--- src/rtl/vga_pkg.sv ---
// Shared VGA timing types and 640x480@60 defaults for the raster generator and renderer.
package vga_pkg;

    localparam int unsigned DEF_PIX_DIV = 4;
    localparam int unsigned DEF_H_VIS   = 640;
    localparam int unsigned DEF_H_FP    = 16;
    localparam int unsigned DEF_H_SYNC  = 96;
    localparam int unsigned DEF_H_BP    = 48;
    localparam int unsigned DEF_V_VIS   = 480;
    localparam int unsigned DEF_V_FP    = 10;
    localparam int unsigned DEF_V_SYNC  = 2;
    localparam int unsigned DEF_V_BP    = 33;

    localparam int unsigned CNT_W = 10;

    typedef logic [CNT_W-1:0] cnt_t;
    typedef logic [11:0]      rgb12_t;

    typedef struct packed {
        int unsigned vis;
        int unsigned fp;
        int unsigned sync;
        int unsigned bp;
    } vga_timing_t;

    function automatic int unsigned timing_total(input vga_timing_t t);
        return t.vis + t.fp + t.sync + t.bp;
    endfunction

endpackage

--- src/rtl/vga_pix_div.sv ---
// Pixel-rate enable: one-clk strobe every PIX_DIV system clocks (constant 1 when PIX_DIV=1).
module vga_pix_div #(
    parameter int unsigned PIX_DIV = 4
) (
    input  logic clk,
    input  logic reset,
    output logic pix_en
);

    localparam int unsigned    DIV_W    = (PIX_DIV > 1) ? $clog2(PIX_DIV) : 1;
    localparam logic [DIV_W-1:0] DIV_LAST = DIV_W'(PIX_DIV - 1);

    logic [DIV_W-1:0] r_div;

    always_ff @(posedge clk or posedge reset) begin
        if (reset)
            r_div <= '0;
        else if (r_div == DIV_LAST)
            r_div <= '0;
        else
            r_div <= r_div + 1'b1;
    end

    assign pix_en = (r_div == DIV_LAST);

endmodule

--- src/rtl/vga_timing_gen.sv ---
// 640x480@60 raster counters, sync/visible decode and colour blanking.
// Optional `VGA_PIPE_ALIGN_EN registers rgb_out and delays the syncs one pixel period.
module vga_timing_gen
    import vga_pkg::*;
#(
    parameter int unsigned PIX_DIV = DEF_PIX_DIV,
    parameter int unsigned H_VIS   = DEF_H_VIS,
    parameter int unsigned H_FP    = DEF_H_FP,
    parameter int unsigned H_SYNC  = DEF_H_SYNC,
    parameter int unsigned H_BP    = DEF_H_BP,
    parameter int unsigned V_VIS   = DEF_V_VIS,
    parameter int unsigned V_FP    = DEF_V_FP,
    parameter int unsigned V_SYNC  = DEF_V_SYNC,
    parameter int unsigned V_BP    = DEF_V_BP
) (
    input  logic       clk,
    input  logic       reset,
    input  rgb12_t     rgb_in,
    output logic       pix_en,
    output cnt_t       hori_cnt,
    output cnt_t       vert_cnt,
    output logic       video_on,
    output logic       hsync,
    output logic       vsync,
    output logic       frame_start,
    output rgb12_t     rgb_out
);

    localparam vga_timing_t H_T = '{vis: H_VIS, fp: H_FP, sync: H_SYNC, bp: H_BP};
    localparam vga_timing_t V_T = '{vis: V_VIS, fp: V_FP, sync: V_SYNC, bp: V_BP};
    localparam int unsigned H_TOTAL = timing_total(H_T);
    localparam int unsigned V_TOTAL = timing_total(V_T);

    localparam cnt_t H_LAST   = cnt_t'(H_TOTAL - 1);
    localparam cnt_t V_LAST   = cnt_t'(V_TOTAL - 1);
    localparam cnt_t H_VIS_C  = cnt_t'(H_VIS);
    localparam cnt_t V_VIS_C  = cnt_t'(V_VIS);
    localparam cnt_t HS_FIRST = cnt_t'(H_VIS + H_FP);
    localparam cnt_t HS_LAST  = cnt_t'(H_VIS + H_FP + H_SYNC - 1);
    localparam cnt_t VS_FIRST = cnt_t'(V_VIS + V_FP);
    localparam cnt_t VS_LAST  = cnt_t'(V_VIS + V_FP + V_SYNC - 1);

    logic w_pix_en;
    logic w_h_wrap;
    logic w_v_wrap;
    cnt_t w_hnext;
    cnt_t w_vnext;

    cnt_t r_hcnt;
    cnt_t r_vcnt;
    logic r_video;
    logic r_hsync;
    logic r_vsync;
    logic r_frame;

    vga_pix_div #(
        .PIX_DIV (PIX_DIV)
    ) u_pix_div (
        .clk    (clk),
        .reset  (reset),
        .pix_en (w_pix_en)
    );

    assign w_h_wrap = w_pix_en && (r_hcnt == H_LAST);
    assign w_v_wrap = w_h_wrap && (r_vcnt == V_LAST);

    always_comb begin
        w_hnext = r_hcnt;
        w_vnext = r_vcnt;
        if (w_pix_en)
            w_hnext = w_h_wrap ? '0 : r_hcnt + 1'b1;
        if (w_h_wrap)
            w_vnext = w_v_wrap ? '0 : r_vcnt + 1'b1;
    end

    // Decode is taken from the next counter value so it lands on the same edge as the counters.
    always_ff @(posedge clk or posedge reset) begin
        if (reset) begin
            r_hcnt  <= H_LAST;
            r_vcnt  <= V_LAST;
            r_video <= 1'b0;
            r_hsync <= 1'b1;
            r_vsync <= 1'b1;
            r_frame <= 1'b0;
        end else begin
            r_hcnt  <= w_hnext;
            r_vcnt  <= w_vnext;
            r_video <= (w_hnext < H_VIS_C) && (w_vnext < V_VIS_C);
            r_hsync <= !((w_hnext >= HS_FIRST) && (w_hnext <= HS_LAST));
            r_vsync <= !((w_vnext >= VS_FIRST) && (w_vnext <= VS_LAST));
            r_frame <= w_v_wrap;
        end
    end

    assign pix_en      = w_pix_en;
    assign hori_cnt    = r_hcnt;
    assign vert_cnt    = r_vcnt;
    assign frame_start = r_frame;

`ifdef VGA_PIPE_ALIGN_EN
    logic   r_video_d;
    logic   r_hsync_d;
    logic   r_vsync_d;
    rgb12_t r_rgb;

    always_ff @(posedge clk or posedge reset) begin
        if (reset) begin
            r_video_d <= 1'b0;
            r_hsync_d <= 1'b1;
            r_vsync_d <= 1'b1;
            r_rgb     <= '0;
        end else if (w_pix_en) begin
            r_video_d <= r_video;
            r_hsync_d <= r_hsync;
            r_vsync_d <= r_vsync;
            r_rgb     <= r_video ? rgb_in : '0;
        end
    end

    assign video_on = r_video_d;
    assign hsync    = r_hsync_d;
    assign vsync    = r_vsync_d;
    assign rgb_out  = r_rgb;
`else
    assign video_on = r_video;
    assign hsync    = r_hsync;
    assign vsync    = r_vsync;
    assign rgb_out  = r_video ? rgb_in : '0;
`endif

endmodule

--- config.mk ---
export PLATFORM = sky130hd
export DESIGN_NAME = vga_timing_gen
export DESIGN_NICKNAME = d
export VERILOG_FILES = /design/src/rtl/vga_pkg.sv /design/src/rtl/vga_pix_div.sv /design/src/rtl/vga_timing_gen.sv
export SDC_FILE = /design/constraint.sdc
export NUM_CORES = 1
export LEC_CHECK = 0
export ABC_CLOCK_PERIOD_IN_PS = 2700
export CAP_MARGIN = 20
export CORE_UTILIZATION = 40
export CTS_CLUSTER_SIZE = 30
export DETAILED_ROUTE_END_ITERATION = 16
export GPL_ROUTABILITY_DRIVEN = 1
export PLACE_DENSITY = 0.82
export RECOVER_POWER = 50
export SETUP_SLACK_MARGIN = 0.2
export SKIP_LAST_GASP = 1
export SYNTH_ARGS = -nofsm -noshare
export SYNTH_HDL_FRONTEND = slang
export SYNTH_SLANG_ARGS = --single-unit
--- constraint.sdc ---
create_clock -name clk -period 2.7 [get_ports clk]
set_clock_uncertainty 0.2 [all_clocks]
set_input_delay 0.405 -clock clk [delete_from_list [all_inputs] [get_ports clk]]
set_output_delay 0.405 -clock clk [all_outputs]
set_load 0.02 [all_outputs]
# After elaboration in Yosys (flattened, before gate mapping)
# Index checks and enable logic that the tools add are counted.
# totals
reg_bits	26
inputBits	14
out_inout_bits	37
word_cells	32
# op_classes
addsub	3
order_cmp	6
n_eq_ne	3
n_mux	6
n_reduce_logical	7
# op_table
cell	n
$mux W10	4
$add A10 B1 Y10 const B	2
$eq A10 B10 Y1 const B	2
$mux W12	1
$ge A10 B10 Y1 const B	1
$ge A10 B9 Y1 const B	1
$le A10 B10 Y1 const B	1
$le A10 B9 Y1 const B	1
$lt A10 B10 Y1 const B	1
$lt A10 B9 Y1 const B	1
$logic_and A1 B1 Y1	5
$add A2 B1 Y2 const B	1
$eq A2 B2 Y1 const B	1
$logic_not A1 Y1	2
$mux W2	1

# Logic depth before layout (Yosys ltp)
# depth
word_depth	8
depth_mapped	8
ltp_nobuf	7

# Hierarchy
# From an unflattened synthesis, not the netlist that was laid out.
# unflattened
hier_cells	153
area_unflattened_um2	1467.7
# modules_own_cells
module	instances	cells_each	area_per_inst_um2	seq_area_each_um2
vga_timing_gen	1	148	1397.6	615.6
vga_pix_div	1	5	70.1	50.0

# Worst setup path after synthesis
# Ideal clock, no wire load.
# synth_timing
path_kind	reg2reg
startpoint	reg r_hcnt[9] (netlist: hori_cnt[9])
endpoint	reg r_vsync (netlist: vsync)
setup_time_ps	96
t_arrival_ps	2380
required_ps	2404
slack_ps	23
path_stages_with_launch	6
path_buffers	0
period_less_slack_ps	2677
path_cell_list	dfstp_2 -> or4b_4 -> or3_4 -> or4_4 -> a211oi_2 -> nand4b_1
# synth_between
elab_chain_cells	8
# synth_rtl
item	line_no	rtl
start: declaration	vga_timing_gen.sv:49	cnt_t r_hcnt;
start signal: assignment	vga_timing_gen.sv:86	r_hcnt <= w_hnext;
$eq A10 B10 Y1 (*)	vga_timing_gen.sv:64	assign w_h_wrap = w_pix_en && (r_hcnt == H_LAST);
$logic_and A1 B1 Y1 (*)	vga_timing_gen.sv:64	
$logic_and A1 B1 Y1	vga_timing_gen.sv:65	assign w_v_wrap = w_h_wrap && (r_vcnt == V_LAST);
$mux W10	vga_timing_gen.sv:73	w_vnext = w_v_wrap ? '0 : r_vcnt + 1'b1;
$mux W10 (*)	vga_timing_gen.sv:72	if (w_h_wrap)
$ge A10 B9 Y1 or $le A10 B9 Y1 (tied branches)	vga_timing_gen.sv:90	r_vsync <= !((w_vnext >= VS_FIRST) && (w_vnext <= VS_LAST));
$logic_and A1 B1 Y1 (*)	vga_timing_gen.sv:90	
$logic_not A1 Y1 (*)	vga_timing_gen.sv:90	
end signal: assignment	vga_timing_gen.sv:90	
end: declaration	vga_timing_gen.sv:53	logic r_vsync;
# Every way passes the cells marked *; elsewhere a longest branch is shown, timed or not.

# Worst setup path in the final report
# Ends and elaborated chain as after synthesis.

==> results.toml <==
[detailed_routing]
route.antenna.remaining_nets = 0
initialDrtViolationCount = 66
total_number_of_vias = 1419
drcViolationCount = 0
detailedRoute.firstPassIterationCount = 4
highest-signal-layer = "met4"
met2_wirelength_um = 1590
detail_route.wl_per_cell_um = 13.7
wirelength_met1_um = 1610
wirelength_um = 3530
post_drt_via_cell_ratio = 5.52
met3WireLength_um = 286

[finish]
final-instance-count-excl-fill = 257
post-route-util_pct = 62.7
diodes = 0
drive_gt1_share_pct = 16.6
area_delta_synth_final_pct = 47.1
finish.net_count = 230

[worst_setup_path]
worstReg2RegEnd = "vsync$_DFF_PP1_"
worst-endpoint-required_ns = 2.75
r2r_slack_ns = 0.23
timing.critical_path.arrival_ns = 2.52
worst_setup_path_end_kind = "flip-flop"
reg_to_reg_startpoint = "hori_cnt[9]$_DFF_PP1_"
critPathLaunchType = "flip-flop"
worstRegToRegCells = 5
worst-setup-path-type = "flip-flop to flip-flop"
path_max_fanout = 5

[place]
finalWeightedCongestion = 0.955
post-place-ws_ns = 0.261
place_inst = 249
detailed_place_hpwl_um = 2570
io_buffer_count = 50

[logic_synthesis]
synth_largest_area_cell = "dfrtp_1"
synth_top_cells_by_area = "dfrtp_1 24%, dfstp_2 22%, and2_1 5.2%"
synth_enable_flop_cells = 0
synth.net_count = 169
commonest_cells_post_synth = "14 x dfrtp_1, 12 x and2_1, 12 x dfstp_2, 12 x nand2_1, 10 x nand4_1"
syn-instance-count = 151
synth_top_flop_cell = "dfrtp_1"
asyncSetResetFlopFracSynth_pct = 100
postSynthRegisterBits = 26
syn-cell-area_sq_mm = 0.00146
yosys_warnings = 0
most_frequent_cell_after_synthesis = "dfrtp_1"
synth-seq-area-share_pct = 45.7
synth_cell_type_count = 39
synthesis.area_per_instance_sq_um = 9.64
synth_top_area_share_pct = 24.1

[sta]
fin_worst_setup_slack_ns = 0.228
period_needed_ns = 2.47
min_period_over_period_pct = 91.5
unrepaired_setup_endpoints_after_global_routing = "true"
relSlewSlack_pct = 10.9
worst-slew-pin-transition_ns = 1.34
setup_total_negative_slack_ns = 0
maxClockFrequency_mhz = 405
setup_viol = 0
report.final.hold_viol_count = 0
final_max_slew_viol_count = 0

[grt]
grt_max_degree = 27
grt_first_pass_wirelength_um = 5950
initial_antenna_violation_count = 0
global_route_usage_sum_pct = 19.2
globalRouteOverflowTotal = 0
vias_in_the_first_global_route = 1252

[hold_path]
hold_path_class = "flip-flop to flip-flop"
holdCritStartpoint = "u_pix_div.r_div[0]$_DFF_PP0_"
timing.hold.worst_endpoint = "u_pix_div.r_div[0]$_DFF_PP0_"
timing.hold.worst_path_depth = 1

[die]
placementRows = 21
die_width_um = 62.3
io_pins = 51
design.die.area_sq_mm = 0.00388
fp.coreArea_sq_mm = 0.00342
die_height_um = 62.3
initial_core_util_pct = 42.6

[clocking]
clkSinkCount = 26
cts_hold_buffers = 0
cts_made_buffers = 3
clkLatencyLatePin_ns = 0.32
cts_tree = "done"
cts_max_path_buffers = 2
cts-htree-levels = 1
clock_tree.root_cell = "clkbuf_4"
clk_pin_slew_worst_paths_ns = 0.14

[power]
power_density_mw_per_mm2 = 304
max-vdd-ir-drop_v = 0.000172
static-leakage-power_uw = 0.000800

[run_status]
run_status = "completed"

[flow_run]
drv_cap = 0
-- power breakdown --
group | total [uW] | internal [uW] | switching (uW)
sequential | 390 | 390 | 0
combinational | 61.8 | 36.0 | 25.9
clock | 199 | 82.5 | 116
-- worst max path at each step --
stage                                  from  cells after the start                 end
6_report              hori_cnt[9]$_DFF_PP1_                      5     vsync$_DFF_PP1_
5_1_grt        u_pix_div.r_div[0]$_DFF_PP0_                      7  video_on$_DFF_PP0_
4_1_cts               hori_cnt[5]$_DFF_PP0_                      6  video_on$_DFF_PP0_
3_5_place_dp          hori_cnt[0]$_DFF_PP1_                      7  video_on$_DFF_PP0_
3_3_place_gp          hori_cnt[9]$_DFF_PP1_                      5     vsync$_DFF_PP1_
2_1_floorplan         hori_cnt[9]$_DFF_PP1_                      5     vsync$_DFF_PP1_
-- kinds of logic (layout without fill, tap and decap cells) --
kind of cell / count (synthesis) / after routing / share of synthesized area [%]
buffers and inverters: 14 / 74 / 3.70
XOR/XNOR: 11 / 11 / 6.62
AO/OA/AOI/OAI: 25 / 25 / 12.0
adder cells (fa/ha/maj): 4 / 4 / 3.44
AND/OR/NAND/NOR: 70 / 70 / 27.8
multiplexers: 1 / 1 / 0.688
flip-flops: 26 / 26 / 45.7
-- cell type report --
class | count | area, sq um
fill | 297 | 1270
multi-input combinational | 111 | 772
sequential | 26 | 666
timing repair buffer | 61 | 576
tap | 46 | 57.6
clock buffer | 4 | 36.3
inverter | 9 | 33.8
-- stage by stage --
| step | power, uW | hold WS [ns] | area (sq um) |
|---|---|---|---|
| 2_1_floorplan | 422 | 0.203 | 1460 |
| 3_3_place_gp | 460 | 0.212 | 2050 |
| 3_5_place_dp | 461 | 0.221 | 2050 |
| 4_1_cts | 657 | 0.226 | 2090 |
| 5_1_grt | 683 | 0.278 | 2140 |
| 6_report | 651 | 0.237 | 2140 |
-- state kept, by name, indices dropped and copies added, names as in the netlist --
| name | count |
|---|---|
| frame_start | 1 |
| hori_cnt | 10 |
| hsync | 1 |
| u_pix_div.r_div | 2 |
| vert_cnt | 10 |
| video_on | 1 |
| vsync | 1 |
-- cell usage in the layout, fill, tap and decap left out, types with 7 or more instances in the layout --
cell type         n
nand2_1          12
nor4_1            7
and2_1           12
dfrtp_1          14
xnor2_1           8
dfstp_2          11
buf_4             9
clkdlybuf4s50_1  44
inv_1             9
nand4_1          10
nand3_1           8
-- metal layers --
metal  GRT usage [%]  vias up
met3            3.68        5
met1            27.1      673
met5               0        -
li1                -      672
met4            7.27        0
met2            29.1       69
-- critical path: stages (launching register included) --
cell and delay, ns:
dfstp_2 0.55, or4b_4 0.50, or3_4 0.35, or4_4 0.44
a211oi_4 0.24, nand4b_1 0.12
-- what timing repair did --
action                     CTS  global route
setup buffers                0             4
setup endpoints to repair    0             3
resized for setup            0             6
No activity file was read; power rests on OpenSTA's default activity.
